==> config.mk <==
export PLATFORM = sky130hd
export DESIGN_NAME = z16_mem_arbiter
export DESIGN_NICKNAME = d
export VERILOG_FILES = /design/src/rtl/z16_pkg.sv /design/src/rtl/z16_prio_arb.sv /design/src/rtl/z16_mem_arbiter.sv
export SDC_FILE = /design/constraint.sdc
export NUM_CORES = 1
export LEC_CHECK = 0
export BUFFER_PORTS_ARGS = -buffer_cell sky130_fd_sc_hd__buf_2
export CORE_MARGIN = 4
export CORE_UTILIZATION = 42
export CTS_CLUSTER_DIAMETER = 60
export DETAILED_ROUTE_END_ITERATION = 6
export PLACE_DENSITY = 0.75
export SYNTH_ARGS = -nofsm -noshare
export SYNTH_HDL_FRONTEND = slang
export SYNTH_HIERARCHICAL = 1
export SYNTH_SLANG_ARGS = --single-unit
==> constraint.sdc <==
create_clock -name i_clk -period 1.9 [get_ports i_clk]
set_clock_uncertainty 0.15 [all_clocks]
set_input_delay 0.285 -clock i_clk [delete_from_list [all_inputs] [get_ports i_clk]]
set_output_delay 0.285 -clock i_clk [all_outputs]
set_load 0.02 [all_outputs]
==> src/rtl/z16_pkg.sv <==
// Z16 shared definitions: word width, memory arbiter states
// and requester port ids.
package z16_pkg;

    localparam int WORD_W = 16;

    typedef enum logic [1:0] {
        IDLE  = 2'd0,
        ISSUE = 2'd1,
        WAIT  = 2'd2,
        RESP  = 2'd3
    } arb_state_t;

    localparam logic PORT_IF = 1'b0;
    localparam logic PORT_DM = 1'b1;

endpackage

==> src/rtl/z16_prio_arb.sv <==
// Two-way priority select between fetch and data requesters.
// Data wins ties unless the parent flags fetch as starved.
module z16_prio_arb
    import z16_pkg::*;
(
    input  logic if_req,
    input  logic dm_req,
    input  logic force_if,
    output logic any_req,
    output logic winner
);

    assign any_req = if_req | dm_req;
    assign winner  = (if_req && (!dm_req || force_if)) ? PORT_IF : PORT_DM;

endmodule

==> src/rtl/z16_mem_arbiter.sv <==
// Shares one single-port memory between Z16 fetch and load/store,
// one transaction in flight, data priority with fetch anti-starvation.
module z16_mem_arbiter
    import z16_pkg::*;
#(
    parameter int MEM_LAT      = 1,
    parameter int STARVE_LIMIT = 4
) (
    input  logic              i_clk,
    input  logic              i_rst,
    input  logic              i_if_req,
    input  logic [WORD_W-1:0] i_if_addr,
    output logic              o_if_gnt,
    output logic              o_if_rvalid,
    output logic [WORD_W-1:0] o_if_rdata,
    input  logic              i_dm_req,
    input  logic              i_dm_we,
    input  logic [WORD_W-1:0] i_dm_addr,
    input  logic [WORD_W-1:0] i_dm_wdata,
    output logic              o_dm_gnt,
    output logic              o_dm_rvalid,
    output logic [WORD_W-1:0] o_dm_rdata,
    output logic              o_mem_en,
    output logic              o_mem_we,
    output logic [WORD_W-1:0] o_mem_addr,
    output logic [WORD_W-1:0] o_mem_wdata,
    input  logic [WORD_W-1:0] i_mem_rdata
);

    localparam logic [2:0] LAT   = 3'(MEM_LAT);
    localparam logic [7:0] LIMIT = 8'(STARVE_LIMIT);

    arb_state_t        state, state_n;
    logic              port_q, port_n;
    logic              we_q, we_n;
    logic [WORD_W-1:0] addr_q, addr_n;
    logic [WORD_W-1:0] wdata_q, wdata_n;
    logic [2:0]        lat_q, lat_n;
    logic [7:0]        starve_q, starve_n;
    logic [WORD_W-1:0] if_rdata_q, dm_rdata_q;
    logic              capture;
    logic              arb_any, arb_win, force_if;

    assign force_if = (STARVE_LIMIT != 0) && (starve_q == LIMIT);

    z16_prio_arb u_arb (
        .if_req   (i_if_req),
        .dm_req   (i_dm_req),
        .force_if (force_if),
        .any_req  (arb_any),
        .winner   (arb_win)
    );

    always_comb begin
        state_n     = state;
        port_n      = port_q;
        we_n        = we_q;
        addr_n      = addr_q;
        wdata_n     = wdata_q;
        lat_n       = lat_q;
        starve_n    = starve_q;
        capture     = 1'b0;
        o_if_gnt    = 1'b0;
        o_dm_gnt    = 1'b0;
        o_if_rvalid = 1'b0;
        o_dm_rvalid = 1'b0;
        o_mem_en    = 1'b0;
        o_mem_we    = 1'b0;
        unique case (state)
            IDLE, RESP: begin
                if (state == RESP) begin
                    o_if_rvalid = (port_q == PORT_IF);
                    o_dm_rvalid = (port_q == PORT_DM);
                end
                state_n = IDLE;
                if (arb_any) begin
                    state_n = ISSUE;
                    port_n  = arb_win;
                    if (arb_win == PORT_IF) begin
                        we_n     = 1'b0;
                        addr_n   = i_if_addr;
                        wdata_n  = '0;
                        starve_n = '0;
                    end else begin
                        we_n    = i_dm_we;
                        addr_n  = i_dm_addr;
                        wdata_n = i_dm_wdata;
                        if (i_if_req && starve_q < LIMIT)
                            starve_n = starve_q + 8'd1;
                    end
                end
            end
            ISSUE: begin
                o_mem_en = 1'b1;
                o_mem_we = we_q;
                o_if_gnt = (port_q == PORT_IF);
                o_dm_gnt = (port_q == PORT_DM);
                if (we_q) begin
                    state_n = IDLE;
                end else begin
                    state_n = WAIT;
                    lat_n   = LAT;
                end
            end
            WAIT: begin
                lat_n = lat_q - 3'd1;
                if (lat_q == 3'd1) begin
                    capture = 1'b1;
                    state_n = RESP;
                end
            end
            default: state_n = IDLE;
        endcase
        // Nothing may reach the memory or the requesters during reset.
        if (i_rst) begin
            o_if_gnt    = 1'b0;
            o_dm_gnt    = 1'b0;
            o_if_rvalid = 1'b0;
            o_dm_rvalid = 1'b0;
            o_mem_en    = 1'b0;
            o_mem_we    = 1'b0;
        end
    end

    always_ff @(posedge i_clk) begin
        if (i_rst) begin
            state      <= IDLE;
            port_q     <= PORT_IF;
            we_q       <= 1'b0;
            addr_q     <= '0;
            wdata_q    <= '0;
            lat_q      <= '0;
            starve_q   <= '0;
            if_rdata_q <= '0;
            dm_rdata_q <= '0;
        end else begin
            state    <= state_n;
            port_q   <= port_n;
            we_q     <= we_n;
            addr_q   <= addr_n;
            wdata_q  <= wdata_n;
            lat_q    <= lat_n;
            starve_q <= starve_n;
            if (capture && port_q == PORT_IF)
                if_rdata_q <= i_mem_rdata;
            if (capture && port_q == PORT_DM)
                dm_rdata_q <= i_mem_rdata;
        end
    end

    assign o_if_rdata  = if_rdata_q;
    assign o_dm_rdata  = dm_rdata_q;
    assign o_mem_addr  = addr_q;
    assign o_mem_wdata = wdata_q;

endmodule

# --- Word level (Yosys, flattened, before mapping) ---
# Cells that the tools add are included.
op_classes:
  reduce_logical: 13
  muxes: 28
  bitwise: 2
  eq_ne: 7
  n_addsub: 2
  n_lt_le_gt_ge: 1
ops:
  columns: ["op", "n"]
  rows:
  - ["$mux 16", 2]
  - ["$mux 1", 19]
  - ["$mux 8", 2]
  - ["$add 8x1->8 const B", 1]
  - ["$eq 8x3->1 const B", 1]
  - ["$lt 8x3->1 const B", 1]
  - ["$pmux 2 s3", 1]
  - ["$pmux 3 s2", 1]
  - ["$eq 2x2->1 const B", 2]
  - ["$logic_and 1x1->1", 4]
  - ["$mux 2", 2]
  - ["$ne 2x2->1 const B", 2]
  - ["$reduce_and 2->1", 2]
  - ["$reduce_bool 2->1", 2]
  - ["$eq 3x1->1 const B", 1]
  - ["$mux 3", 1]
  - ["$reduce_and 3->1", 1]
  - ["$sub 3x1->3 const B", 1]
  - ["$eq 2x1->1 const B", 1]
  - ["$logic_not 2->1", 1]
  - ["$reduce_or 2->1", 1]
  - ["$logic_not 1->1", 1]
  - ["$logic_or 1x1->1", 1]
  - ["$not 1->1", 1]
  - ["$or 1x1->1", 1]
totals:
  register_bits: 79
  input_bits: 69
  word_cells: 62

# --- Logic depth before layout (Yosys ltp) ---
# Gate-level depths: netlist of the first run.
logic_depth:
  depth_word: 5
  depth_mapped: 9

# --- Modules after synthesis ---
# The synthesis of the first run kept the hierarchy.
modules_own_cells:
  columns: ["module", "instances", "cells_per_inst", "area_each_um2", "seq_area_each_um2"]
  rows:
  - ["z16_mem_arbiter", 1, 374, 3156.8, 1581.5]
  - ["z16_prio_arb", 1, 3, 15.0, 0.0]

# --- Worst setup path before layout of the first run ---
# OpenSTA, ideal clock, no wires.
synth_path:
  kind: "reg-to-reg"
  start: "register starve_q[0]"
  end: "register starve_q[0]"
  path_buffers: 1
  t_required_ns: 1.680
  path_stages_with_launch: 9
  t_arrival_ns: 1.708
  slack_ns: -0.028
  path_cell_list: "dfxtp_1 inv_1 ha_1 and3_2 o21ai_1 buf_4 clkinvlp_2 or4_1 a21oi_1"
synth_between:
  elab_chain_len: 5
  word_cells_on_any_way: 10
  cone_classes: "add/sub: 1; order compare: 1; eq/ne: 1; mux: 2; reduce/logical: 5"
synth_lines:
  columns: ["item", "line_no", "source"]
  rows:
  - ["from (decl)", "z16_mem_arbiter.sv:39", "logic [7:0] starve_q, starve_n;"]
  - ["from (signal assigned)", "z16_mem_arbiter.sv:143", "starve_q <= starve_n;"]
  - ["$eq 8x3->1 *", "z16_mem_arbiter.sv:44", "assign force_if = (STARVE_LIMIT != 0) && (starve_q == LIMIT);"]
  - ["net force_if", "z16_mem_arbiter.sv:42", "logic arb_any, arb_win, force_if;"]
  - ["$logic_or 1x1->1 *", "z16_prio_arb.sv:14", "assign winner = (if_req && (!dm_req || force_if)) ? PORT_IF : PORT_DM;"]
  - ["$logic_and 1x1->1 *", "z16_prio_arb.sv:14", null]
  - ["$reduce_bool 2->1 (no line)", null, null]
  - ["$reduce_and 3->1 (no line)", null, null]
# Mark *: on every way through the listed nets, which the timed path passes. The rest lies on a longest branch. The select of a mux whose other input is x is not followed.
# A chain may end at the register's enable or synchronous reset.

# --- Final worst setup path of the first run ---
layout_path:
  start: "register starve_q[5]"
  end: "register wdata_q[0], in the netlist o_mem_wdata[0]"
layout_between:
  elab_chain_len: 4
layout_lines:
  columns: ["item", "line_no", "source"]
  rows:
  - ["$eq 8x3->1", "z16_mem_arbiter.sv:44", null]
  - ["net force_if", "z16_mem_arbiter.sv:42", null]
  - ["$logic_or 1x1->1", "z16_prio_arb.sv:14", null]
  - ["$logic_and 1x1->1", "z16_prio_arb.sv:14", null]
  - ["$mux 16", "z16_mem_arbiter.sv:79", "if (arb_win == PORT_IF) begin"]
  - ["to (signal assigned)", "z16_mem_arbiter.sv:141", "wdata_q <= wdata_n;"]
  - ["to (decl)", "z16_mem_arbiter.sv:37", "logic [WORD_W-1:0] wdata_q, wdata_n;"]
# The timed path passes the listed nets, and every way through them passes these cells.

==> summary.md, run 1 <==
| Metric | Value |
|---|---|
| Syn_area_per_cell | around 8.4 sq um |
| Dpl hpwl | between 6 and 7 mm |
| Critical path arrival | around 2.0 ns |
| Top cell type's share of synthesized area | between 40% and 50% |
| CTS Buf Count | 9 |
| Synth cell count leaders | nand2_1, dfxtp_1, a21oi_1, nor2_1, nand3_1 |
| CTS tree | yes |
| Synth Warn # | 6 |
| Gr ovfl total | 0 |
| Detailed-route DRC error count | 0 |
| PnR worst setup slack | -0.0303 ns |
| I/O Buffers | ~140 |
| CP Launch Type | flip-flop |
| Fmax | ~520 MHz |
| Buffer type at the clock tree root | clkbuf_8 |
| Final Non-Filler Cells | ~630 |
| Seq cells post-synth | between 70 and 80 |
| Status | finished, violations left |
| Core area | 7290 sq um |
| DR iter-0 viols | 53 |
| HP Class | input pin to flip-flop |
| Placed cells | 602 |
| Register area share after synthesis | between 40% and 50% |
| First-pass DRT Iterations | 6 |
| Die Ht | around 95 um |
| Net count after synthesis | about 450 |
| Async S/R FF share, synth | 0% |
| Leak Pwr | 0.00207 uW |
| # rows | 31 |
| Antenna Cells | 0 |
| DRT antenna net count | 0 |
| P per Cell Area | 878 nW/um^2 |
| Final Max Slew Viols | 0 |
| Post-synth top flop | dfxtp_1 |
| Share of cells above drive strength 1 | about two fifths |
| Worst slew pin tran | 0.379 ns |
| Clock tree buffer depth | 2 |
| Top-Level Pins | around 140 |
| Number of H-tree levels | 3 |
| Failing checks | negative setup slack |
| Slowest-stage cell, CP | dfxtp_2 |
| Cells after Synth | between 300 and 400 |
| Yosys cell types | 36 |
| Largest stage delay, worst path | 0.33 ns |
| Final net count | approximately 600 |
| Kind of end point of the critical path | flip-flop |
| Synth area leaders | dfxtp_1, nand2_1, a21oi_1, mux2i_1, a211oi_1 |
| Drt via density | 5.01 |
| Final Cell Area | ~4500 sq um |
| Reg clk slew, reported paths | ~0.08 ns |
| Largest net degree at the start of global routing | 38 |
| Final number of setup-violating endpoints | 31 |
| Register area | between 1500 and 2000 sq um |
| CP bufs+invs | 2 |
| Tot GR Track Use | ~19% |
| Data required, critical path | about 2.0 ns |
| Synth area leader | dfxtp_1 |
| Worst path top cell family by delay | simple AND/OR/NAND/NOR gates |
| Fin Hold WS | between 0.04 and 0.05 ns |
| Number of synthesized flops with an enable pin | 0 |
| Routed WL | 8.36 mm |
| Drt wl/cell | 13.4 um |
| Tmin final | 1.93 ns |
| P&R area growth vs syn | 40.3% |
| DIE AREA | 9010 sq um |
| Placed standard-cell area | between 4000 and 5000 sq um |
| Final count of hold timing violations | 0 |
| Cell Area, Synth | ~3200 sq um |
| Worst slew margin | about 75% |
| Initial antenna violation count | 0 |
| Fin crit share | 102% |
| Worst vdd ir | 0.511 mV |
| Vias in the first global route | between 3,000 and 4,000 |
| Final Util | roughly three fifths |
| Initial Utilization | about 43% |
| RSZ-0062 raised after global routing | true |
| Multi-input gate area | ~1500 sq um |
| Clock sink count | 79 |
| CP Max Fanout | 17 |
| Fill count | 692 |
| Most numerous cell in the Yosys netlist | nand2_1 |
| Worst Setup Path Type | flip-flop to flip-flop |
| Max Cap Violations | 0 |
| Gp weighted congestion | 0.740 |
| Quantity of hold-fixing buffers added after cts | 0 |
| Clock insertion delay at the later pin of the skew report | 0.34 ns |
| Cell Chain, Critical Path | nor3_2, nor3b_2, and3_4, o21ai_4, buf_4, bufbuf_16, nand3_1, a21oi_1 |
| First-pass GRT wire length | roughly 14 mm |
| Die X | roughly 95 um |
| DR vias | about 3,100 |
cell families (layout without fill, tap and decap cells):
logic type,Yosys count,count (layout),synth area share [%]
buffers and inverters,36,186,5.21
adders and majority gates,7,7,2.76
muxes,16,16,5.05
DFF,79,79,49.9
AOI/OAI and AO/OA,80,80,14.4
and+or+nand+nor,159,159,22.7
cell type report:
type	instances	area share, %
inverter	8	0.815
clock buffer	10	3.09
multi-input combinational	262	34.5
tap	99	2.78
clock inverter	6	1.88
timing repair buffer	162	21.1
sequential	79	35.8
metrics by stage:
step	TNS, ns	power [uW]	worst slack [ns]
floorplan	-0.00370	2260	-0.00370
global placement	-0.0185	2510	-0.0185
detailed placement	-0.169	2530	-0.119
CTS	-0.0619	3930	-0.0522
global route	-3.03	4110	-0.142
finish	-0.465	3910	-0.0303
worst register-to-register path, cell delays in order, from the launching register on:
cell       delay (ns)
dfxtp_2          0.33
nor3_2           0.20
nor3b_2          0.25
and3_4           0.24
o21ai_4          0.08
buf_4            0.15
bufbuf_16        0.28
nand3_1          0.08
a21oi_1          0.07
state kept, by name, indices dropped and copies added, names as in the netlist:
name and flops:
o_if_rdata 16, o_mem_addr 16, starve_q 8, port_q 1
o_mem_wdata 16, o_dm_rdata 16, we_q 1, lat_q 3
state 2
where the power goes:
part	internal (uW)	switching, uW	leakage (uW)
sequential	1750	61.5	0.000648
clock	771	587	0.000116
combinational	309	423	0.00130
layout by cell type, fill, tap and decap left out, types with 10 or more instances in the layout:
master,netlist,routed
nor2_1,20,20
a211oi_1,17,17
dfxtp_1,79,72
a21oi_1,53,52
buf_2,14,135
clkbuf_8,0,10
mux2i_1,16,16
nand2_1,91,90
buf_4,3,21
nand3_1,19,19
routing by layer:
metal  GRT usage, %  vias to the layer above  share of wire (%)
met5              0                        -                  0
met4           8.53                        0                1.7
met3           7.09                       11                 12
met2           31.1                      148                 44
met1           22.7                     1417                 43
li1               -                     1562                  -
worst paths after layout:
| check | end | startpoint | slack (ns) | depth (start not counted) |
|---|---|---|---|---|
| worst max register to register | o_mem_wdata[0] | starve_q[5] | -0.03 | 8 |
| worst min register to register | o_mem_wdata[13] | o_mem_wdata[13] | 0.30 | 2 |
| worst max-delay path | o_mem_wdata[0] | starve_q[5] | -0.03 | 8 |
| worst min-delay path | o_dm_rdata[10] | i_mem_rdata[10] | 0.04 | 3 |
repair_timing:
action | 4_1_cts | 5_1_grt
gates cloned | 1 | 0
resized for setup | 19 | 12
setup endpoints to repair | 8 | 45
setup buffers | 7 | 0
pin swaps | 15 | 6
Power figures use the tool's default switching activity.
==> inputs of run 2 (changes only) <==
BUFFER_PORTS_ARGS = not set   (was -buffer_cell sky130_fd_sc_hd__buf_2)
CORE_UTILIZATION = 43   (was 42)
DONT_BUFFER_PORTS = 1   (was not set)
PLACE_DENSITY = not set   (was 0.75)
clock period = 2.2 ns   (was 1.9 ns; I/O delays follow)
==> run 2 against run 1 <==
  * The flow now finishes without violations
  * Sequential share of layout area up 4.8 points
  * First-iteration DRC count up 38%
  * Critical path depth down 3
  * Non-clock buffer count down 115
==> summary.md, run 2 (synthesized netlist as in run 1, its figures left out) <==
| Metric | Value |
|---|---|
| Dpl hpwl | 5.04 mm |
| Worst slew margin | approximately two thirds |
| Gr ovfl total | 0 |
| RSZ-0062 raised after global routing | false |
| Routed WL | around 7.7 mm |
| Tmin final | around 2 ns |
| Buffer type at the clock tree root | clkbuf_8 |
| Share of total power in combinational logic | between 10% and 20% |
| CP Max Fanout | 4 |
| CTS Buf Count | 9 |
| P&R area growth vs syn | 22.7% |
| Data required, critical path | about 1.7 ns |
| Drt via density | 5.26 |
| CP Launch Type | flip-flop |
| CTS tree | yes |
| Largest net degree at the start of global routing | 74 |
| Hold Path Stages | 2 |
| DRT antenna net count | 0 |
| Final Max Slew Viols | 0 |
| Final setup TNS | 0 ns |
| PnR worst setup slack | around 0.16 ns |
| Kind of end point of the critical path | primary output |
| Commonest non-fill, non-tap cells in the layout | nand2_1, dfxtp_1, a21oi_1 |
| Leak Pwr | ~0.0015 uW |
| Top-Level Pins | 139 |
| Final count of hold timing violations | 0 |
| Max Cap Violations | 0 |
| P per Cell Area | between 800 and 900 nW/um^2 |
| Initial Utilization | 44.0% |
| First-pass DRT Iterations | 4 |
| Net Sw Power | between 800 and 900 uW |
| First-pass GRT wire length | between 10 and 15 mm |
| HP Class | input pin to flip-flop |
| Clock tree buffer depth | 2 |
| Clock sink count | approximately 80 |
| Worst slew pin tran | about 0.47 ns |
| Critical path arrival | about 1.6 ns |
| Gp weighted congestion | between 0.8 and 0.9 |
| Final Non-Filler Cells | ~500 |
| Tot GR Track Use | between 10% and 20% |
| DR vias | between 2,000 and 3,000 |
| Fin crit share | between 90% and 100% |
| Detailed-route DRC error count | 0 |
| Final Util | 54.0% |
| Final net count | between 400 and 500 |
| Fmax | roughly 490 MHz |
| Clock insertion delay at the later pin of the skew report | approximately 0.34 ns |
| Post-Place Worst Slack | approximately 0.19 ns |
| DIE AREA | between 8000 and 9000 sq um |
| Number of H-tree levels | 3 |
| Antenna Cells | 0 |
| Clk pwr share | between 30 and 40% |
| Share of cells above drive strength 1 | approximately 9.0% |
| Die X | ~94 um |
| Commonest non-fill, non-tap cell in the layout | nand2_1 |
| Worst vdd ir | around 0.42 mV |
| Final number of setup-violating endpoints | 0 |
| P_int | approximately 2500 uW |
| Reg clk slew, reported paths | roughly 0.080 ns |
| Fill count | around 680 |
| DR iter-0 viols | 73 |
| Core area | between 7000 and 8000 sq um |
| Die Ht | between 90 and 100 um |
| Initial antenna violation count | 0 |
| # rows | 31 |
| Drt wl/cell | between 15 and 20 um |
| Seq pwr share | between 40% and 50% |
| Vias in the first global route | around 2,500 |
| Worst Setup Path Type | flip-flop to primary output |
| I/O Buffers | 0 |
| R2R cell count | 8 |
| Status | complete, no violations |
| Placed cells | ~460 |
| Sw Ratio | about a quarter |
==> run 2: area by class of cell <==
cell class	instances	area, sq um	area share [%]
Tap cell	99	124	3.18
Clock buffer	11	141	3.63
Timing Repair Buffer	47	455	11.7
Inverter	8	31.3	0.804
Clock inverter	5	104	2.67
Multi-Input combinational cell	262	1460	37.4
Sequential cell	79	1580	40.6
==> run 2: worst paths after layout <==
check	startpoint	to	slack (ns)
setup / recovery	state[1]	o_dm_gnt	0.16
hold / removal	i_rst	port_q	0.06
setup reg to reg	starve_q[0]	o_mem_wdata[7]	0.21
hold reg to reg	we_q	we_q	0.34
==> run 2: layer usage <==
metal	up-vias	track usage (%)	share of wire (%)	wire, um
met2	141	28.3	47	3580
met1	1203	19.3	41	3150
met4	0	7.70	1.8	136
met5	-	0	0	0
li1	1330	-	-	-
met3	12	6.89	11	827
==> run 2: stage by stage <==
stage | hold WS [ns] | power, uW | area (sq um)
detailed placement | 0.256 | 2010 | 3270
global placement | 0.256 | 2000 | 3270
finish | 0.0553 | 3370 | 3890
global route | 0.0535 | 3530 | 3890
CTS | 0.0441 | 3390 | 3870
floorplan | 0.299 | 1950 | 3170
==> run 2: what timing repair did <==
item,in CTS,in global routing
setup endpoints to repair,0,2
hold buffers,34,0
hold endpoints to repair,73,0
resized for setup,0,2
buffers inserted,0,0
==> run 2: power groups by stage <==
stage          clock (uW)  combinational [uW]  sequential, uW
3_5_place_dp            0                 311            1700
5_1_grt              1410                 445            1670
3_3_place_gp            0                 301            1700
6_report             1310                 396            1660
2_1_floorplan           0                 276            1680
4_1_cts              1340                 389            1660
==> run 2: critical path, cell delays in order, from the launching register on <==
cell     delay (ns)
dfxtp_1        0.41
inv_1          0.07
ha_1           0.21
nor2b_1        0.15
buf_4          0.15
and2_1         0.23
